### src/rtl/lnx_feeder_if.sv
`default_nettype none
// ============================================================================
// Module   : lnx_feeder_if
// Purpose  : Producer-stream and core-launch signals of the ln-core feeder.
// Revision : 1.0 - initial release
// ============================================================================
interface lnx_feeder_if #(
  parameter int WIDTH = 16
);
  logic [WIDTH-1:0] din;
  logic             din_valid;
  logic             din_ready;
  logic [WIDTH-1:0] operand;
  logic             start;
  logic             core_ready;
  logic             core_valid;

  // slave: the feeder itself; master: the surrounding producer and core
  modport slave (
    input  din, din_valid, core_ready, core_valid,
    output din_ready, operand, start
  );

  modport master (
    output din, din_valid, core_ready, core_valid,
    input  din_ready, operand, start
  );
endinterface
`default_nettype wire

### src/rtl/lnx_feeder.sv
`default_nettype none
// ============================================================================
// Module   : lnx_feeder
// Purpose  : FIFO-buffered operand feeder issuing one START per sample to the
//            natural-log core. LNX_FEEDER_ZERO_FILTER_EN drops zero operands.
// Revision : 1.0 - initial release
// ============================================================================
module lnx_feeder #(
  parameter int DEPTH = 4,
  parameter int WIDTH = 16
) (
  input  wire logic                     clk,
  input  wire logic                     resetstage,
  lnx_feeder_if.slave                   bus,
  output logic                          busy,
  output logic [$clog2(DEPTH):0]        count,
  output logic                          drop
);

  localparam int AW = $clog2(DEPTH);
  localparam int CW = AW + 1;
  localparam logic [CW-1:0] C_FULL = CW'(DEPTH);

  typedef enum logic [0:0] {
    S_IDLE = 1'b0,
    S_BUSY = 1'b1
  } state_t;

  state_t           r_state;
  state_t           w_state_nxt;

  logic [WIDTH-1:0] r_mem [DEPTH];
  logic [AW-1:0]    r_wr_ptr;
  logic [AW-1:0]    r_rd_ptr;
  logic [CW-1:0]    r_count;
  logic [WIDTH-1:0] r_operand;
  logic             r_start;
  logic             r_drop;

  logic             w_full;
  logic             w_empty;
  logic             w_push;
  logic             w_pop;
  logic             w_launch;
  logic             w_drop;
  logic             w_head_zero;
  logic [WIDTH-1:0] w_head;

  assign w_full        = (r_count == C_FULL);
  assign w_empty       = (r_count == '0);
  assign w_push        = bus.din_valid && !w_full;
  assign w_pop         = w_launch || w_drop;
  assign w_head        = r_mem[r_rd_ptr];

`ifdef LNX_FEEDER_ZERO_FILTER_EN
  assign w_head_zero   = (w_head == '0);
`else
  assign w_head_zero   = 1'b0;
`endif

  assign bus.din_ready = !w_full;
  assign bus.operand   = r_operand;
  assign bus.start     = r_start;
  assign busy          = (r_state == S_BUSY);
  assign count         = r_count;
  assign drop          = r_drop;

  // Launch and drop are only ever decided in IDLE, so no pop happens while busy
  always_comb begin
    w_state_nxt = r_state;
    w_launch    = 1'b0;
    w_drop      = 1'b0;
    case (r_state)
      S_IDLE: begin
        if (!w_empty) begin
          if (w_head_zero) begin
            w_drop = 1'b1;
          end else if (bus.core_ready) begin
            w_launch    = 1'b1;
            w_state_nxt = S_BUSY;
          end
        end
      end
      S_BUSY: begin
        if (bus.core_valid) begin
          w_state_nxt = S_IDLE;
        end
      end
      default: w_state_nxt = S_IDLE;
    endcase
  end

  always_ff @(posedge clk or negedge resetstage) begin
    if (!resetstage) begin
      r_state <= S_IDLE;
    end else begin
      r_state <= w_state_nxt;
    end
  end

  // Storage carries no reset; entries are only read when COUNT says they are valid
  always_ff @(posedge clk) begin
    if (w_push) begin
      r_mem[r_wr_ptr] <= bus.din;
    end
  end

  always_ff @(posedge clk or negedge resetstage) begin
    if (!resetstage) begin
      r_wr_ptr <= '0;
      r_rd_ptr <= '0;
      r_count  <= '0;
    end else begin
      if (w_push) begin
        r_wr_ptr <= r_wr_ptr + 1'b1;
      end
      if (w_pop) begin
        r_rd_ptr <= r_rd_ptr + 1'b1;
      end
      case ({w_push, w_pop})
        2'b10:   r_count <= r_count + 1'b1;
        2'b01:   r_count <= r_count - 1'b1;
        default: r_count <= r_count;
      endcase
    end
  end

  always_ff @(posedge clk or negedge resetstage) begin
    if (!resetstage) begin
      r_operand <= '0;
      r_start   <= 1'b0;
      r_drop    <= 1'b0;
    end else begin
      r_start <= w_launch;
      r_drop  <= w_drop;
      if (w_launch) begin
        r_operand <= w_head;
      end
    end
  end

endmodule
`default_nettype wire

### src/flat_wrapper.sv
// flat-port wrapper written by rule: the top's interface ports become plain ports
module lnx_feeder_flat 
#(
  parameter int DEPTH = 4,
  parameter int WIDTH = 16
)
  (clk, resetstage, busy, count, drop, bus_din, bus_din_valid, bus_core_ready, bus_core_valid, bus_din_ready, bus_operand, bus_start);
  lnx_feeder_if #(.WIDTH(WIDTH)) bus_i ();
  input  wire logic clk;
  input  wire logic resetstage;
  output logic busy;
  output logic [$clog2(DEPTH):0] count;
  output logic drop;
  input wire logic [$bits(bus_i.din)-1:0] bus_din;
  input wire logic [$bits(bus_i.din_valid)-1:0] bus_din_valid;
  input wire logic [$bits(bus_i.core_ready)-1:0] bus_core_ready;
  input wire logic [$bits(bus_i.core_valid)-1:0] bus_core_valid;
  output wire logic [$bits(bus_i.din_ready)-1:0] bus_din_ready;
  output wire logic [$bits(bus_i.operand)-1:0] bus_operand;
  output wire logic [$bits(bus_i.start)-1:0] bus_start;
  assign bus_i.din = bus_din;
  assign bus_i.din_valid = bus_din_valid;
  assign bus_i.core_ready = bus_core_ready;
  assign bus_i.core_valid = bus_core_valid;
  assign bus_din_ready = bus_i.din_ready;
  assign bus_operand = bus_i.operand;
  assign bus_start = bus_i.start;
  lnx_feeder #(.DEPTH(DEPTH), .WIDTH(WIDTH)) u_core (.clk(clk), .resetstage(resetstage), .bus(bus_i), .busy(busy), .count(count), .drop(drop));
endmodule
### config.mk
export PLATFORM = sky130hd
export DESIGN_NAME = lnx_feeder_flat
export DESIGN_NICKNAME = d
export VERILOG_FILES = /design/src/rtl/lnx_feeder_if.sv /design/src/rtl/lnx_feeder.sv /design/src/flat_wrapper.sv
export SDC_FILE = /design/constraint.sdc
export NUM_CORES = 1
export LEC_CHECK = 0
export ABC_AREA = 1
export CAP_MARGIN = 0
export CORE_UTILIZATION = 39
export CTS_BUF_LIST = sky130_fd_sc_hd__clkbuf_16
export DETAILED_ROUTE_END_ITERATION = 12
export PLACE_DENSITY = 0.68
export SYNTH_ARGS = -nofsm -noshare
export SYNTH_HDL_FRONTEND = slang
export SYNTH_SLANG_ARGS = --single-unit
### constraint.sdc
create_clock -name clk -period 1.7 [get_ports clk]
set_input_delay 0.17 -clock clk [delete_from_list [all_inputs] [get_ports clk]]
set_output_delay 0.17 -clock clk [all_outputs]
set_load 0.05 [all_outputs]
==> metrics.txt <==
Net Count, Synth=403; most frequent cells in the layout=nand2_1, inv_1, edfxtp_1, nand3_1, buf_4; Post-Route Skew=0.00645 ns; first-pass GRT wire length=11700 um; share of the synthesized area in the top cell type=49.9%; sequential share of the synthesized area=66.1%; WHS=0.225 ns; largest area contributor in the netlist=edfxtp_1; H-tree depth=3; Wirelength per Cell=12.6 um; row cnt=35; Worst setup EP type=register; pre-CTS WS=-0.110 ns; average size of a mapped cell=10.2 um2; Layout area overhead=24.7%; Worst setup SP type=register; Final GP Congestion=0.762; clock latency at the later pin of the worst-skew pair=0.33 ns; PwrDens=1900 nW/um2; overall global routing resource usage=15.7%; final WL=7090 um; vias=2487; final worst slack=0.0305 ns; Worst Path Required=1.92 ns; final period utilization=98.2%; Cell variety after synth=23; clock transition at the registers of the reported paths=0.06 ns; fin nets=455; max-cap viol count=0; Post-Layout Inst Area=4800 um2; Cells after Synth=376; CTS Hold Bufs=0; max layer used=met4; CTS Sinks=89; met3 wire len=316 um; fin. max-slew vios=0; mapped cell area=3850 um2; Max Clock Freq=0.599 GHz; Initial Util=40.9%; Via density=4.43; vias in the first global route=2448; TritonCTS clock tree=yes; root buffer cell=clkbuf_16; Die H=101 um; Synth Warn #=0; largest net degree at the start of global routing=34; Synth area leaders=edfxtp_1, dfrtp_1, nand2_1; Setup-failing EPs final=0; post-route minimum period=1.67 ns; Yosys reg bits=89; GRT Residual Overflow=0; die width=101 um; CTS Buffer Depth=2; Antenna Violating Nets Remaining=0; post-synthesis async set-or-reset flop share=28.1%; RSZ-0062 raised after global routing=true; top_reg_cell synth=edfxtp_1; Metal-1 WL=3010 um; Post-synth EDFFs=64; leakage power=2.24 nW; WP data arrival=1.89 ns; VDD IR-drop max=0.870 mV; TritonCTS buffer count=9; total power=9.15 mW; First DRT Iteration DRCs=114; final core utilization=51.0%; core area=9420 um2; n_diodes=0; DR DRC count=0; status=complete, no violations; final hold violations=0; I/O Pins=44; worst hold path class=in -> async; share of cells above drive strength 1=14.5%; PortBufs=42; met2 routed WL=3650 um; commonest non-fill, non-tap cell in the layout=nand2_1; DP Area=4460 um2; Worst Setup Path Type=reg -> reg; initial antenna violation count=0; Detailed Routing Iterations Pass 1=4; Final HPWL DP=4450 um; Total Die Area=10300 um2; Critical Path Fanout Max=3
path summary, 6_finish.rpt:
kind	from	endpoint	slack [ns]	cells after the start
max	u_core.count[0]$_DFFE_PN0P_	u_core.count[2]$_DFFE_PN0P_	0.03	9
min	resetstage	u_core.count[2]$_DFFE_PN0P_	0.23	2
max reg2reg	u_core.count[0]$_DFFE_PN0P_	u_core.count[2]$_DFFE_PN0P_	0.03	9
max in group asynchronous	resetstage	u_core.busy$_DFF_PN0_	1.20	2
min reg2reg	u_core.bus.operand[13]$_DFFE_PN0P_	u_core.bus.operand[13]$_DFFE_PN0P_	0.48	2
min in group clk	bus_core_valid	u_core.busy$_DFF_PN0_	0.41	2
critical path, stage by stage (launching register included):
cell      delay, ns
dfrtp_2        0.42
nor2_4         0.15
nand2_4        0.08
nand2_4        0.07
ha_4           0.15
inv_4          0.04
fa_2           0.33
nand2_1        0.07
nand3b_1       0.08
xor2_1         0.17
through the flow:
step                TNS, ns  cells
floorplan             -4.23    376
global placement    -0.0970    546
detailed placement   -0.175    546
CTS                       0    562
global route        -0.0357    562
finish                    0    562
report_power, final:
group	switching, mW	internal [mW]
Clock	0.769	1.42
Sequential	0.251	2.97
Combinational	2.50	1.23
Total	3.52	5.62
final cells by class:
type                       instances  area [um2]
clock inverter                     7         110
timing repair buffer              55         526
tap                              129         161
sequential                        89        2550
clock buffer                       9         225
multi-input combinational        194         923
inverter                          79         304
fill                             852        4610
cell families (layout without fill, tap and decap cells):
| family | Yosys count | count (layout) | synth area share [%] |
|---|---|---|---|
| compound gates | 3 | 3 | 0.390 |
| xor+xnor | 4 | 4 | 0.910 |
| fa+ha+maj | 6 | 6 | 2.14 |
| buf+inv | 93 | 150 | 11.0 |
| flops | 89 | 89 | 66.1 |
| other cells | 1 | 1 | 0.0974 |
| simple gates | 180 | 180 | 19.3 |
cells in the mapped netlist, types with 2 or more instances:
cell type and n:
nand2_1 137, inv_1 76, edfxtp_1 64, nand3_1 33
dfrtp_1 25, buf_4 8, buf_6 5, ha_1 5
nor2_1 4, inv_4 2, nand2_2 2, o21ai_0 2
xnor2_1 2, xor2_1 2
repair_timing:
| action | 4_1_cts | 5_1_grt |
|---|---|---|
| setup buffers | 0 | 0 |
| endpoints found under the setup margin | 1 | 2 |
| resized for setup | 1 | 1 |
| pin swaps | 0 | 6 |
registers in the layout (all words and copies together), names as in the netlist:
name,cells
u_core.bus.start,1
u_core.r_rd_ptr,2
u_core.count,3
u_core.busy,1
u_core.r_wr_ptr,2
u_core.bus.operand,16
u_core.r_mem,64
per-layer routing:
layer	GRT usage, %	vias up
met3	4.21	6
met5	0	-
met1	18.6	1158
met2	26.8	67
met4	7.36	0
li1	-	1256
No activity file was read; power rests on OpenSTA's default activity.
